File: src/rtl/ripple_pipe_adder_pkg.sv
// Shared types and helpers for the pipelined ripple-carry adder/subtractor.
// Holds the single-bit full adder reused by every slice and the parameter legality rule.
package ripple_pipe_adder_pkg;

  typedef struct packed {
    logic carry;
    logic sum;
  } fa_out_t;

  function automatic fa_out_t full_add(input logic a, input logic b, input logic cin);
    fa_out_t r;
    r.sum   = a ^ b ^ cin;
    r.carry = (a & b) | (cin & (a ^ b));
    return r;
  endfunction

  function automatic bit cfg_legal(input int unsigned width, input int unsigned stages);
    return (stages >= 1) && (stages <= width) && ((width % stages) == 0);
  endfunction

endpackage

File: src/rtl/ripple_pipe_adder_slice.sv
// One W-bit ripple slice: operand skew in, registered ripple result, sum skew out.
// Only the most-significant slice reports signed overflow; the others drive 0.
module adder_slice
  import ripple_pipe_adder_pkg::*;
#(
  parameter int unsigned W        = 4,
  parameter int unsigned InDelay  = 0,
  parameter int unsigned OutDelay = 0,
  parameter bit          IsLast   = 1'b0
) (
  input  logic         clk,
  input  logic         rst,
  input  logic         en,
  input  logic [W-1:0] a,
  input  logic [W-1:0] b,
  input  logic         cin,
  output logic [W-1:0] sum,
  output logic         cout,
  output logic         ovf
);

  logic [W-1:0] a_s;
  logic [W-1:0] b_s;
  logic [W-1:0] sum_d;
  logic [W-1:0] sum_q;
  logic [W:0]   c;
  logic         ovf_d;
  logic         cout_q;
  logic         ovf_q;

  if (InDelay == 0) begin : g_in_direct
    assign a_s = a;
    assign b_s = b;
  end else begin : g_in_skew
    logic [W-1:0] a_q [InDelay];
    logic [W-1:0] b_q [InDelay];

    always_ff @(posedge clk) begin
      if (rst) begin
        for (int i = 0; i < int'(InDelay); i++) begin
          a_q[i] <= '0;
          b_q[i] <= '0;
        end
      end else if (en) begin
        a_q[0] <= a;
        b_q[0] <= b;
        for (int i = 1; i < int'(InDelay); i++) begin
          a_q[i] <= a_q[i-1];
          b_q[i] <= b_q[i-1];
        end
      end
    end

    assign a_s = a_q[InDelay-1];
    assign b_s = b_q[InDelay-1];
  end

  always_comb begin
    c     = '0;
    sum_d = '0;
    c[0]  = cin;
    for (int i = 0; i < int'(W); i++) begin
      {c[i+1], sum_d[i]} = full_add(a_s[i], b_s[i], c[i]);
    end
  end

  // Carry into the MSB vs carry out of it; meaningful only for the top slice.
  assign ovf_d = IsLast ? (c[W] ^ c[W-1]) : 1'b0;

  always_ff @(posedge clk) begin
    if (rst) begin
      sum_q  <= '0;
      cout_q <= 1'b0;
      ovf_q  <= 1'b0;
    end else if (en) begin
      sum_q  <= sum_d;
      cout_q <= c[W];
      ovf_q  <= ovf_d;
    end
  end

  assign cout = cout_q;
  assign ovf  = ovf_q;

  if (OutDelay == 0) begin : g_out_direct
    assign sum = sum_q;
  end else begin : g_out_skew
    logic [W-1:0] s_q [OutDelay];

    always_ff @(posedge clk) begin
      if (rst) begin
        for (int i = 0; i < int'(OutDelay); i++) begin
          s_q[i] <= '0;
        end
      end else if (en) begin
        s_q[0] <= sum_q;
        for (int i = 1; i < int'(OutDelay); i++) begin
          s_q[i] <= s_q[i-1];
        end
      end
    end

    assign sum = s_q[OutDelay-1];
  end

endmodule

File: src/rtl/ripple_pipe_adder.sv
// Pipelined ripple-carry adder/subtractor with valid/ready flow control.
// The whole pipeline advances together; a stalled head freezes every register.
module ripple_pipe_adder
  import ripple_pipe_adder_pkg::*;
#(
  parameter int unsigned WIDTH  = 16,
  parameter int unsigned STAGES = 4
) (
  input  logic             clk,
  input  logic             rst,
  input  logic             in_valid,
  output logic             in_ready,
  input  logic [WIDTH-1:0] A,
  input  logic [WIDTH-1:0] B,
  input  logic             Cin,
  input  logic             Sub,
  output logic             out_valid,
  input  logic             out_ready,
  output logic [WIDTH-1:0] Sum,
  output logic             Carry,
  output logic             Overflow
);

  localparam int unsigned W = WIDTH / STAGES;

  if (!cfg_legal(WIDTH, STAGES)) begin : g_bad_cfg
    $error("ripple_pipe_adder: WIDTH must be a non-zero multiple of STAGES");
  end

  logic              advance;
  logic [WIDTH-1:0]  b_eff;
  logic              cin_eff;
  logic [STAGES-1:0] valid_q;
  logic [STAGES-1:0] carry_s;
  logic [STAGES-1:0] ovf_s;

  assign advance  = !(out_valid && !out_ready);
  assign in_ready = advance;

  // Subtraction is A + ~B + 1, so Sub forces the initial carry high.
  assign b_eff   = Sub ? ~B : B;
  assign cin_eff = Sub | Cin;

  always_ff @(posedge clk) begin
    if (rst) begin
      valid_q <= '0;
    end else if (advance) begin
      valid_q[0] <= in_valid;
      for (int k = 1; k < int'(STAGES); k++) begin
        valid_q[k] <= valid_q[k-1];
      end
    end
  end

  assign out_valid = valid_q[STAGES-1];

  for (genvar k = 0; k < STAGES; k++) begin : g_slice
    logic slice_cin;

    if (k == 0) begin : g_first
      assign slice_cin = cin_eff;
    end else begin : g_rest
      assign slice_cin = carry_s[k-1];
    end

    adder_slice #(
      .W       (W),
      .InDelay (k),
      .OutDelay(STAGES - 1 - k),
      .IsLast  (k == STAGES - 1)
    ) u_slice (
      .clk (clk),
      .rst (rst),
      .en  (advance),
      .a   (A[k*W +: W]),
      .b   (b_eff[k*W +: W]),
      .cin (slice_cin),
      .sum (Sum[k*W +: W]),
      .cout(carry_s[k]),
      .ovf (ovf_s[k])
    );
  end

  assign Carry    = carry_s[STAGES-1];
  // Lower slices tie their flag to 0, so the OR is just the top slice's overflow.
  assign Overflow = |ovf_s;

endmodule

File: config.mk
export PLATFORM = sky130hd
export DESIGN_NAME = ripple_pipe_adder
export DESIGN_NICKNAME = d
export VERILOG_FILES = /design/src/rtl/ripple_pipe_adder_pkg.sv /design/src/rtl/ripple_pipe_adder_slice.sv /design/src/rtl/ripple_pipe_adder.sv
export SDC_FILE = /design/constraint.sdc
export NUM_CORES = 1
export LEC_CHECK = 0
export BUFFER_PORTS_ARGS = -buffer_cell sky130_fd_sc_hd__buf_2
export CORE_UTILIZATION = 35
export CTS_BUF_LIST = sky130_fd_sc_hd__clkbuf_8
export DETAILED_ROUTE_END_ITERATION = 16
export GPL_ROUTABILITY_DRIVEN = 0
export PLACE_DENSITY = 0.6
export SKIP_CTS_REPAIR_TIMING = 1
export SLEW_MARGIN = 15
export SYNTH_ARGS = -nofsm -noshare
export SYNTH_HDL_FRONTEND = slang
export SYNTH_HIERARCHICAL = 1
export SYNTH_SLANG_ARGS = --single-unit
File: constraint.sdc
create_clock -name clk -period 6.6 [get_ports clk]
set_clock_uncertainty 0.1 [all_clocks]
set_input_delay 1.32 -clock clk [delete_from_list [all_inputs] [get_ports clk]]
set_output_delay 1.32 -clock clk [all_outputs]
set_load 0.05 [all_outputs]
==> flow_results.org, run 1 <==
** Run status
- The run finished with clean final reports.

** Critical path
- Longest individual stage delay on the worst path :: roughly 0.40 ns
- Most frequent cell on the critical path :: sky130_fd_sc_hd__fa_1
- Arrival time at the worst endpoint :: 3.72 ns
- Flop2flop setup slack :: 4.15 ns
- The worst setup path is captured at a flip-flop.
- The worst setup path is of the input pin to flip-flop kind.
- Crit Reg-Reg Startpoint :: g_slice[3].u_slice/g_in_skew.a_q[0][8]
- STA classifies the critical path startpoint as an input pin.
- Number of cell instances on the worst register-to-register path :: 8
- Slowest library cell on the worst path :: sky130_fd_sc_hd__fa_1
- In this run the critical register-to-register path is captured at g_slice[3].u_slice/sum[3].
- Largest fanout of any net on the critical path :: 17
- Critical Path RT :: a little under 7 ns
- Series of cell instances along the critical path :: buf_2 -> or2_2 -> fa_1 -> inv_1 -> fa_1 -> inv_1 -> fa_1 -> inv_1 -> fa_1 -> a211oi_1

** Power and ir drop
- The worst-case IR drop observed on VDD is 0.118 mV.
- Standby leakage power :: roughly 0.0022 µW
- Power spread over the standard cell area amounts to ~250 nW/µm².

** Routing
- After detailed routing, the met2 layer carries 3.28 mm of wire.
- Before antenna repair, the detailed router went through 4 iterations.
- The detailed router placed roughly 2200 vias in this run.
- Wire length on met1 :: 2.53 mm
- Aggregate routed wire length :: 6.03 mm
- Highest Signal Layer :: met4
- DRC violations left :: 0
- DRC marker count from the first detailed-route iteration :: between 40 and 50
- The count of nets left with antenna violations once routing finished came out at 0.
- Wire length per cell :: 11.2 µm
- Wire segments on met3 add up to 188 µm in the final route.
- In the routed layout, each cell is associated on average with a via count of 4.05.

** Yosys
- Synthesis instantiated 28 different standard cells from the library.
- Yosys printed 6 warnings.
- Netlist Area Pre-Place :: 4420 µm²
- The number of nets handed over by synthesis was 373.
- Syn avg cell area :: 13.8 µm²
- Main area contributors after synthesis :: sky130_fd_sc_hd__edfxtp_1 49%, sky130_fd_sc_hd__dfxtp_1 11%, sky130_fd_sc_hd__fa_1 7.3%
- Cell count after synthesis :: 319
- Area leader, netlist :: sky130_fd_sc_hd__edfxtp_1
- The share of synthesized area in the top cell type comes to 49.0%.
- Sequential fraction of the synthesis area :: 60.3%
- Counting flops and latches in the post-synthesis netlist gives 97.

** Clocking
- Maximum number of buffers from clock root to sink :: 2
- The tree is rooted in a sky130_fd_sc_hd__clkbuf_8.
- Clock tree from TritonCTS :: yes
- Num Clock Sinks :: 97
- CTS H-Tree Depth :: 3
- Clock-pin slew was measured on the worst setup and hold paths at roughly 0.080 ns.
- Clk_lat worst skew :: 0.35 ns
- Total clock buffers created by CTS :: 9

** STA
- The max-slew violation count came to 0.
- Worst hold margin :: 0.359 ns
- Min Clock Period, post-route :: 3.58 ns
- Setup violations remaining at the end of the flow were counted as 0.
- Share of the cycle needed by the critical path after routing :: 54.2%
- Worst slew slack as a fraction of its limit :: 49.3%
- RSZ-0062 raised after global routing :: false
- Setup total negative slack on the finished layout was measured at 0 ns.
- Pin slew with the least headroom to its limit :: 0.760 ns
- Derived from the worst setup path, the maximum achievable clock frequency is 280 MHz.
- The number of hold violations in the final report is 0.

** Final layout
- 0 antenna diodes ended up in the layout.
- Summing all multi-input logic gate instances after layout gives 1430 µm².
- Area Overhead vs Synth :: 11.1%
- Finished Core Util :: 40.3%
- Flip-flop and latch area :: about 2700 µm²
- Most frequent cells in the layout :: 72 x sky130_fd_sc_hd__edfxtp_1, 57 x sky130_fd_sc_hd__buf_2, 30 x sky130_fd_sc_hd__inv_1, 30 x sky130_fd_sc_hd__and2_1, 27 x sky130_fd_sc_hd__and2_2
- Layout fillers :: 1160
- Leaving out fill and tap cells, the most frequent cell in the layout is sky130_fd_sc_hd__edfxtp_1.
- Final nets :: 419
- In the final layout, the share of cells above drive strength 1 is between 30% and 40%.

** Worst hold path
- Hold worst-path end :: valid_q[3]
- The startpoint identified for the worst hold timing path is valid_q[2].
- The tightest min-delay check is of the flip-flop to flip-flop type.
- Along the worst hold path, the cell count comes to 2.

** GRT
- Global-route wire length before repair :: 10.2 mm
- The number of antenna violations at the first check in global routing came to 0.
- Global routing consumed, over all layers together, about 10% of the routing resources.
- Entering global routing, the biggest net connects 44 pins.
- Number of global-route vias before repair :: ~2100
- Aggregate global routing overflow :: 0

** Floorplan
- Starting utilization of the core area :: a little over a third
- For this design the top-level I/O count stands at 58.
- DIE WIDTH :: 114 µm
- Die extent in y :: 114 µm
- After floorplanning, the core was sized to cover 12200 µm².
- The die covers between 10000 and 15000 µm².
- Row generation in the floorplan step produced 40 rows.

** Placement
- Buffers added on ports :: 57
- Post-detailed-placement half-perimeter wirelength :: 3.85 mm

** Flow run
- MaxCap Viol Count :: 0
-- Yosys cell counts --
cell type	count
sky130_fd_sc_hd__conb_1	3
sky130_fd_sc_hd__buf_4	11
sky130_fd_sc_hd__nand4bb_1	1
sky130_fd_sc_hd__or2_1	1
sky130_fd_sc_hd__a21o_1	1
sky130_fd_sc_hd__and2_2	27
sky130_fd_sc_hd__nand2b_1	3
sky130_fd_sc_hd__nor2_1	20
sky130_fd_sc_hd__and2b_2	1
sky130_fd_sc_hd__and2_1	30
sky130_fd_sc_hd__fa_1	16
sky130_fd_sc_hd__buf_6	10
sky130_fd_sc_hd__a21oi_1	1
sky130_fd_sc_hd__xnor2_1	1
sky130_fd_sc_hd__or2_2	4
sky130_fd_sc_hd__inv_1	30
sky130_fd_sc_hd__a211oi_1	12
sky130_fd_sc_hd__xor2_1	16
sky130_fd_sc_hd__nor3b_1	1
sky130_fd_sc_hd__edfxtp_1	72
sky130_fd_sc_hd__buf_8	1
sky130_fd_sc_hd__dfxtp_1	25
sky130_fd_sc_hd__nor2b_4	4
sky130_fd_sc_hd__mux2i_1	10
sky130_fd_sc_hd__buf_2	1
sky130_fd_sc_hd__and2_4	15
sky130_fd_sc_hd__or4_1	1
sky130_fd_sc_hd__o21ai_0	1
-- through the flow --
stage / std cells / instance area [µm²] / worst slack (ns) / power, µW
floorplan: 319 / 4420 / 3.06 / 818
detailed placement: 522 / 4700 / 2.67 / 846
global placement: 522 / 4700 / 2.79 / 839
CTS: 538 / 4910 / 2.99 / 1240
global route: 538 / 4910 / 2.88 / 1280
finish: 538 / 4910 / 3.02 / 1220
-- flip-flops by register name (all words and copies together), names as in the netlist --
register and flops:
g_slice.u_slice/g_out_skew.s_q 24, g_slice.u_slice/cout 4, valid_q 4, g_slice.u_slice/sum 4, g_slice.u_slice/g_in_skew.a_q 24, g_slice.u_slice/g_in_skew.b_q 24, g_slice.u_slice/sum_q 12, g_slice.u_slice/ovf 1
-- report_power, final --
| group | switching [µW] | internal, µW | total [µW] | leakage (µW) |
|---|---|---|---|---|
| combinational | 67.0 | 52.7 | 120 | 0.00102 |
| clock | 203 | 187 | 390 | 0.000105 |
| sequential | 13.0 | 696 | 709 | 0.00106 |
| total | 283 | 936 | 1220 | 0.00219 |
-- critical path, delay by kind of cell --
| kind | cells | cell delay (ns) |
|---|---|---|
| AO/OA/AOI/OAI | 1 | 0.25 |
| adder cells (fa/ha/maj) | 4 | 1.30 |
| buffers and inverters | 4 | 0.47 |
| AND/OR/NAND/NOR | 1 | 0.39 |
-- cell families (layout without fill, tap and decap cells) --
group	after synthesis	after routing	synth area share [%]
XOR/XNOR	17	17	3.37
multiplexers	10	10	2.27
other	3	3	0.255
adder cells (fa/ha/maj)	16	16	7.25
AND/OR/NAND/NOR	108	108	16.7
AO/OA/AOI/OAI	15	15	2.44
flip-flops	97	97	60.3
buffers and inverters	53	104	7.42
-- routing by layer --
metal	vias up	track usage (%)
met5	-	0
met4	0	2.86
met3	2	3.23
met2	35	18.6
met1	1029	11.9
li1	1115	-
-- cell type report --
cell class,instances,area share [%]
clock buffers,10,2.81
repair buffers,58,5.97
clock inverters,6,1.33
well taps,168,4.28
flip-flops and latches,97,54.3
multi-input cells,169,29.0
inverters,30,2.30
-- how the worst max path moves through the flow --
stage | depth (start not counted) | startpoint | end
after floorplan | 10 | Sub | g_slice[0].u_slice/sum_q[3]
final | 10 | Sub | g_slice[0].u_slice/sum_q[3]
after global placement | 10 | Sub | g_slice[0].u_slice/sum_q[3]
after detailed placement | 10 | Sub | g_slice[0].u_slice/sum_q[3]
after CTS | 10 | Sub | g_slice[0].u_slice/sum_q[3]
after global routing | 10 | Sub | g_slice[0].u_slice/sum_q[3]
No activity file was read; power rests on OpenSTA's default activity.
==> run 2: changes to the inputs <==
Settings changed: PLACE_DENSITY 0.6 to 0.62.
Clock period 6.6 ns to 3.1 ns, I/O delays scaled along.
==> run 2 against run 1 <==
Cell area down 0.10%; register-to-register slack worse by 3.5 ns; non-clock buffer count is 4 higher; hold slack about the same; worst setup slack worse by 2.5 ns; flip-flop and latch count stayed put; sequential power grew 110%; power increased by 100%; core utilization is essentially flat; critical endpoint unchanged; highest routed layer unchanged.
==> flow_results.org, run 2 (synthesized netlist as in run 1, its figures left out) <==
** Final layout
- The fraction of layout instances using a drive strength above 1 is 33.7% (was 33.5%).
- ANT cells :: 0 (unchanged)
- Registers with the highest flip-flop counts: g_slice.u_slice/g_out_skew.s_q x24, g_slice.u_slice/g_in_skew.a_q x24, g_slice.u_slice/g_in_skew.b_q x24 (unchanged).
- The layout net count is 423 (was 419).
- Area of all placed cells without fillers :: 4900 µm² (was 4910 µm²)
- Flip-flop and latch area :: 2660 µm² (unchanged)
- The post-layout utilization of the core was 40.3% (about the same).
- Area taken by multi-input logic gates :: 1430 µm² (unchanged)
- The relative area change from synthesis to final layout was 11.0% (was 11.1%).
- Most frequent cells in the layout :: 72 x sky130_fd_sc_hd__edfxtp_1, 57 x sky130_fd_sc_hd__buf_2, 33 x sky130_fd_sc_hd__inv_1 (was 72 x sky130_fd_sc_hd__edfxtp_1, 57 x sky130_fd_sc_hd__buf_2, 30 x sky130_fd_sc_hd__inv_1, 30 x sky130_fd_sc_hd__and2_1, 27 x sky130_fd_sc_hd__and2_2)
- The leading cell type in the layout, fill and taps excluded is sky130_fd_sc_hd__edfxtp_1 (unchanged).
- The fill cell total of the finished layout was 1166 (was 1160).

** Run status
- Status: finished clean (unchanged).

** GRT
- Aggregate global routing overflow :: 0 (unchanged)
- Largest net degree at the start of global routing :: 28 (was 44)
- The number of antenna violations at the first check in global routing came to 0 (unchanged).
- The wire length of the first global-routing pass was 10.4 mm (was 10.2 mm).
- Number of global-route vias before repair :: 2216 (was 2146)
- Global routing usage summed across all routing layers :: 10.6% (was 10.4%)

** Routing
- Wire length per cell :: 11.2 µm (about the same)
- The via count is 2231 (was 2181).
- The total wire length came to 6.09 mm (was 6.03 mm).
- The number of vias per cell came to 4.12 (was 4.05).
- Number of nets with antenna violations after detailed routing :: 0 (unchanged)
- DRC marker count from the first detailed-route iteration :: 61 (was 48)
- DRC violations left :: 0 (unchanged)
- Drt first pass iters :: 4 (unchanged)

** Power and ir drop
- The combinational power share was 10.3% (was 9.8%).
- Switching power :: 578 µW (was 283 µW)
- The share of total power in sequential cells came to 61.0% (was 58.2%).
- The cell-internal power was 1900 µW (was 936 µW).
- VDD IR-drop max :: 0.275 mV (was 0.118 mV)
- Power density over the cells :: 506 nW/µm² (was 249 nW/µm²)
- The static power due to leakage was 0.00220 µW (was 0.00219 µW).
- Switching part of the total power :: 23.3% (was 23.2%)
- Share of power burned in the clock network :: 28.7% (was 32.0%)

** Critical path
- The worst setup slack for register-to-register paths was 0.63 ns (was 4.15 ns).
- Kind of end point of the critical path :: flip-flop (unchanged)
- The type of the worst setup path was input pin to flip-flop (unchanged).
- The required time of the critical path was 3.27 ns (was 6.75 ns).
- The arrival time reported for the critical path endpoint is 2.73 ns (was 3.72 ns).
- Sort of element at the start of the critical path :: input pin (unchanged)
- Largest fanout of any net on the critical path :: 3 (was 17)

** Clocking
- CTS H-Tree Depth :: 3 (unchanged)
- Clock tree from TritonCTS :: yes (unchanged)
- The CTS root buffer is sky130_fd_sc_hd__clkbuf_8 (unchanged).
- The clock buffer count from CTS came to 9 (unchanged).
- Num Clock Sinks :: 97 (unchanged)
- The maximum clock insertion buffer count was 2 (unchanged).
- The worst-skew pair later-pin latency was 0.35 ns (about the same).
- The clock-pin slew on the worst setup and hold paths came to 0.08 ns (about the same).

** Floorplan
- Core Area :: 12200 µm² (unchanged)
- The full die area is 13100 µm² (unchanged).
- DIE WIDTH :: 114 µm (unchanged)
- The I/O pin count came to 58 (unchanged).
- Die extent in y :: 114 µm (unchanged)
- The standard-cell row count came to 40 (unchanged).
- The effective utilization at floorplan is 36.3% (unchanged).

** Placement
- Placement-stage cell area :: 4730 µm² (was 4700 µm²)
- Buffers added on ports :: 57 (unchanged)
- The worst slack at placement is 0.174 ns (was 2.67 ns).
- The half-perimeter wire length of the detailed placement result was 4.11 mm (was 3.85 mm).

** Flow run
- The max-cap violation count is 0 (unchanged).

** STA
- Of the available clock period, the critical path in the final layout requires between 80% and 90%.
- Worst hold margin :: 0.359 ns (about the same)
- The number of hold violations in the final report was 0 (unchanged).
- RSZ-0062 raised after global routing :: false (unchanged)
- The relative max-transition margin was 62.9% (was 49.3%).
- Max Clock Freq :: just under 400 MHz
- The number of failing setup endpoints in the final timing report was 0 (unchanged).
- The clock period could shrink to 2.56 ns.
- Final-report max-slew violation count :: 0 (unchanged)
- Setup tns final :: 0 ns (unchanged)
- Final worst setup slack :: 0.542 ns (was 3.02 ns)
- The slew of the pin with the lowest slew margin came to 0.557 ns (was 0.760 ns).

** Worst hold path
- The type of the most critical hold path is flip-flop to flip-flop (unchanged).
-- run 2: worst paths after layout --
| kind | start | end | cells after the start |
|---|---|---|---|
| setup / recovery | Sub | g_slice[0].u_slice/sum_q[3] | 10 |
| hold reg to reg | valid_q[2] | valid_q[3] | 2 |
| hold / removal | valid_q[2] | valid_q[3] | 2 |
| setup reg to reg | g_slice[3].u_slice/g_in_skew.a_q[0][8] | g_slice[3].u_slice/sum[3] | 8 |
-- run 2: power by group through the flow --
stage	Combinational, µW	Clock [µW]	Sequential (µW)
after floorplan	185	0	1560
after global placement	251	0	1540
after detailed placement	260	0	1540
after CTS	261	747	1510
after global routing	289	800	1520
final	255	712	1510
-- run 2: area by class of cell --
class / count / share of cell area, %
sequential: 97 / 54.3
multi-input combinational: 169 / 29.1
timing repair buffer: 62 / 6.59
tap: 168 / 4.29
clock buffer: 10 / 2.81
inverter: 30 / 2.30
clock inverter: 6 / 0.613
-- run 2: per-layer routing --
| layer | global-route usage [%] | up-vias | part of all wire [%] |
|---|---|---|---|
| li1 | - | 1122 | - |
| met1 | 11.3 | 1060 | 40 |
| met2 | 18.8 | 40 | 54 |
| met3 | 3.86 | 9 | 4.5 |
| met4 | 4.42 | 0 | 1.7 |
| met5 | 0 | - | 0 |
-- run 2: critical path, stage by stage --
cell and delay, ns:
sky130_fd_sc_hd__buf_2 0.11, sky130_fd_sc_hd__or2_2 0.30, sky130_fd_sc_hd__fa_1 0.35, sky130_fd_sc_hd__inv_1 0.07
sky130_fd_sc_hd__fa_1 0.15, sky130_fd_sc_hd__inv_1 0.05, sky130_fd_sc_hd__fa_1 0.34, sky130_fd_sc_hd__inv_1 0.07
sky130_fd_sc_hd__fa_1 0.41, sky130_fd_sc_hd__a211oi_1 0.24
-- run 2: stage by stage --
step / total power [µW] / instances
detailed placement: 1800 / 526
finish: 2480 / 542
CTS: 2520 / 542
global route: 2610 / 542
floorplan: 1740 / 319
global placement: 1790 / 526
==> run 3: changes to the inputs <==
Settings changed: PLACE_DENSITY 0.62 to 0.6.
Clock period 3.1 ns to 2.6 ns, I/O delays scaled along.
==> run 3 against run 2 <==
Hold slack got worse by 0.023 ns; count of clock-buffer cells in the layout unchanged; non-clock buffer count unchanged; critical path type unchanged; clock power increased by 50%; critical endpoint unchanged; flip-flop and latch count unchanged; critical path depth unchanged; first-iteration DRC count decreased by 21%; worst setup slack got worse by 0.33 ns; cell area increased by 1.8%; combinational power increased by 22%; die area unchanged.
==> flow_results.org, run 3 (synthesized netlist as in run 1, its figures left out) <==
** Critical path
- Critical path type :: input pin to flip-flop (unchanged)
- Arrival time at the worst endpoint :: 2.57 ns (was 2.73 ns)
- Sort of element at the start of the critical path :: input pin (unchanged)
- The required time of the critical path was 2.78 ns (was 3.27 ns).
- Kind of end point of the critical path :: flip-flop (unchanged)
- The top fanout value on the critical path is 5 (was 3).

** Floorplan
- The full die area is 13100 µm² (unchanged).
- The vertical die dimension was 114 µm (unchanged).
- The standard-cell row count was 40 (unchanged).
- The I/O pin count came to 58 (unchanged).
- The horizontal die dimension was 114 µm (unchanged).
- Starting utilization of the core area :: 36.3% (unchanged)
- The standard cell core area was 12200 µm² (unchanged).

** Power and ir drop
- Final Total Pwr :: 3180 µW (was 2480 µW)
- The net switching power figure came to 711 µW (was 578 µW).
- The share of total power in sequential cells is 56.6% (was 61.0%).
- Share of power burned in the clock network :: 33.6% (was 28.7%)
- Standby leakage power :: 0.00221 µW (was 0.00220 µW)
- Switching part of the total power :: 22.3% (was 23.3%)
- Power density over the cells :: 638 nW/µm² (was 506 nW/µm²)
- The cell-internal power came to 2470 µW (was 1900 µW).
- VDD IR-drop max :: 0.227 mV (was 0.275 mV)
- Combinational share of power :: 9.8% (was 10.3%)

** Placement
- Post-detailed-placement half-perimeter wirelength :: 4.12 mm (was 4.11 mm)
- The instance area at placement was 4760 µm² (was 4730 µm²).
- Buffers added on ports :: 57 (unchanged)
- Placed cells :: 526 (unchanged)

** Routing
- Drt first pass iters :: 4 (unchanged)
- The post-route antenna net violation count was 0 (unchanged).
- The wire length per cell was 11.3 µm (was 11.2 µm).
- The violation count after the first detailed-route iteration is 48 (was 61).
- Vias/cell :: 4.10 (was 4.12)
- The total wire length was 6.14 mm (was 6.09 mm).
- The via count is 2222 (was 2231).
- The post-detailed-route DRC marker count was 0 (unchanged).

** GRT
- The wire length of the first global-routing pass was 10.1 mm (was 10.4 mm).
- The number of global-route vias before repair was 2186 (was 2216).
- Aggregate global routing overflow :: 0 (unchanged)
- Global routing usage summed across all routing layers :: 10.4% (was 10.6%)
- Largest net degree at the start of global routing :: 27 (was 28)
- The number of antenna violations at the first check in global routing is 0 (unchanged).

** Final layout
- The non-filler instance count after layout is 542 (unchanged).
- Most common cell after layout, fill and taps aside :: sky130_fd_sc_hd__edfxtp_1 (unchanged)
- The relative area change from synthesis to final layout came to 12.9% (was 11.0%).
- The fraction of layout instances using a drive strength above 1 came to 36.1% (was 33.7%).
- The layout net count was 423 (unchanged).
- Most frequent cells in the layout: 72 x sky130_fd_sc_hd__edfxtp_1, 57 x sky130_fd_sc_hd__buf_2, 30 x sky130_fd_sc_hd__and2_1 (was 72 x sky130_fd_sc_hd__edfxtp_1, 57 x sky130_fd_sc_hd__buf_2, 33 x sky130_fd_sc_hd__inv_1).
- ANT cells :: 0 (unchanged)
- The area used by multi-input combinational logic came to 1450 µm² (was 1430 µm²).
- The register area came to 2660 µm² (unchanged).
- The post-route standard cell area excluding fillers came to 4990 µm² (was 4900 µm²).
- Layout fillers :: 1160 (was 1166)
- Registers with the highest flip-flop counts :: g_slice.u_slice/g_out_skew.s_q x24, g_slice.u_slice/g_in_skew.a_q x24, g_slice.u_slice/g_in_skew.b_q x24 (unchanged)

** Flow run
- MaxCap Viol Count :: 0 (unchanged)

** Clocking
- The clock-pin slew on the worst setup and hold paths came to 0.09 ns (was 0.08 ns).
- Clock tree from TritonCTS :: yes (unchanged)
- CTS H-Tree Depth :: 3 (unchanged)
- The CTS root buffer is sky130_fd_sc_hd__clkbuf_8 (unchanged).
- The worst-skew pair later-pin latency was 0.36 ns (was 0.35 ns).
- Total clock buffers created by CTS :: 9 (unchanged)
- The maximum clock insertion buffer count is 2 (unchanged).
- The number of sinks on the clock net came to 97 (unchanged).

** STA
- The relative max-transition margin is 64.6% (was 62.9%).
- The worst hold slack is 0.336 ns (was 0.359 ns).
- The number of hold violations in the final report is 0 (unchanged).
- Setup tns final :: 0 ns (unchanged)
- The final critical path takes up 91.9% of the cycle.
- RSZ-0062 raised after global routing: false (unchanged).
- Final-report max-slew violation count :: 0 (unchanged)
- The number of failing setup endpoints in the final timing report was 0 (unchanged).
- Derived from the worst setup path, the maximum achievable clock frequency is 419 MHz.
- Min Clock Period, post-route :: 2.39 ns
- The slew of the pin with the lowest slew margin was 0.532 ns (was 0.557 ns).

** Run status
- Status :: finished clean (unchanged)

** Worst hold path
- The type of the most critical hold path is input pin to flip-flop (was flip-flop to flip-flop).
-- run 3: cell count changes in the layout (fill, tap and decap cells not counted), moves of 2 or more --
| cell | delta |
|---|---|
| sky130_fd_sc_hd__fa_1 | -5 |
| sky130_fd_sc_hd__fa_2 | +5 |
| sky130_fd_sc_hd__inv_1 | -4 |
| sky130_fd_sc_hd__bufinv_16 | +2 |
| sky130_fd_sc_hd__clkinv_2 | -2 |
| sky130_fd_sc_hd__inv_2 | +2 |
-- run 3: routing by layer --
metal | track usage (%) | wire (µm)
met4 | 5.97 | 136
met5 | 0 | 0
met1 | 11.7 | 2480
met2 | 18.1 | 3310
met3 | 2.33 | 214
-- run 3: critical path, cell delays in order --
cell,delay (ns)
sky130_fd_sc_hd__buf_2,0.15
sky130_fd_sc_hd__or2_4,0.25
sky130_fd_sc_hd__fa_2,0.38
sky130_fd_sc_hd__inv_2,0.06
sky130_fd_sc_hd__fa_2,0.17
sky130_fd_sc_hd__inv_1,0.05
sky130_fd_sc_hd__fa_2,0.33
sky130_fd_sc_hd__inv_2,0.06
sky130_fd_sc_hd__fa_1,0.40
sky130_fd_sc_hd__a211oi_1,0.19
-- run 3: final cells by class --
type	count	area share (%)
Clock buffer	10	2.76
Clock inverter	6	1.68
Inverter	30	2.26
Multi-Input combinational cell	169	29.0
Sequential cell	97	53.4
Tap cell	168	4.21
Timing Repair Buffer	62	6.72
-- run 3: metrics by stage --
step                      utilization (%)  setup slack [ns]
after floorplan                         -           -0.0521
after global placement               39.1            -0.138
after detailed placement             39.1            -0.176
after CTS                            40.9            0.0847
after global routing                 41.0            0.0392
final                                41.0             0.212
-- run 3: power groups by stage --
stage	Combinational [µW]	Clock (µW)	Sequential (µW)
final	312	1070	1800
after floorplan	224	0	1860
after global routing	354	1170	1810
after global placement	307	0	1840
after CTS	320	1120	1800
after detailed placement	319	0	1840
-- run 3: path summary, 6_finish.rpt --
| check | start | end | slack (ns) | cells past startpoint |
|---|---|---|---|---|
| setup / recovery | Sub | g_slice[0].u_slice/sum_q[3] | 0.21 | 10 |
| hold reg to reg | valid_q[2] | valid_q[3] | 0.36 | 2 |
| hold / removal | A[10] | g_slice[2].u_slice/g_in_skew.a_q[0][2] | 0.34 | 2 |
| setup reg to reg | g_slice[2].u_slice/cout | g_slice[3].u_slice/ovf | 0.23 | 9 |
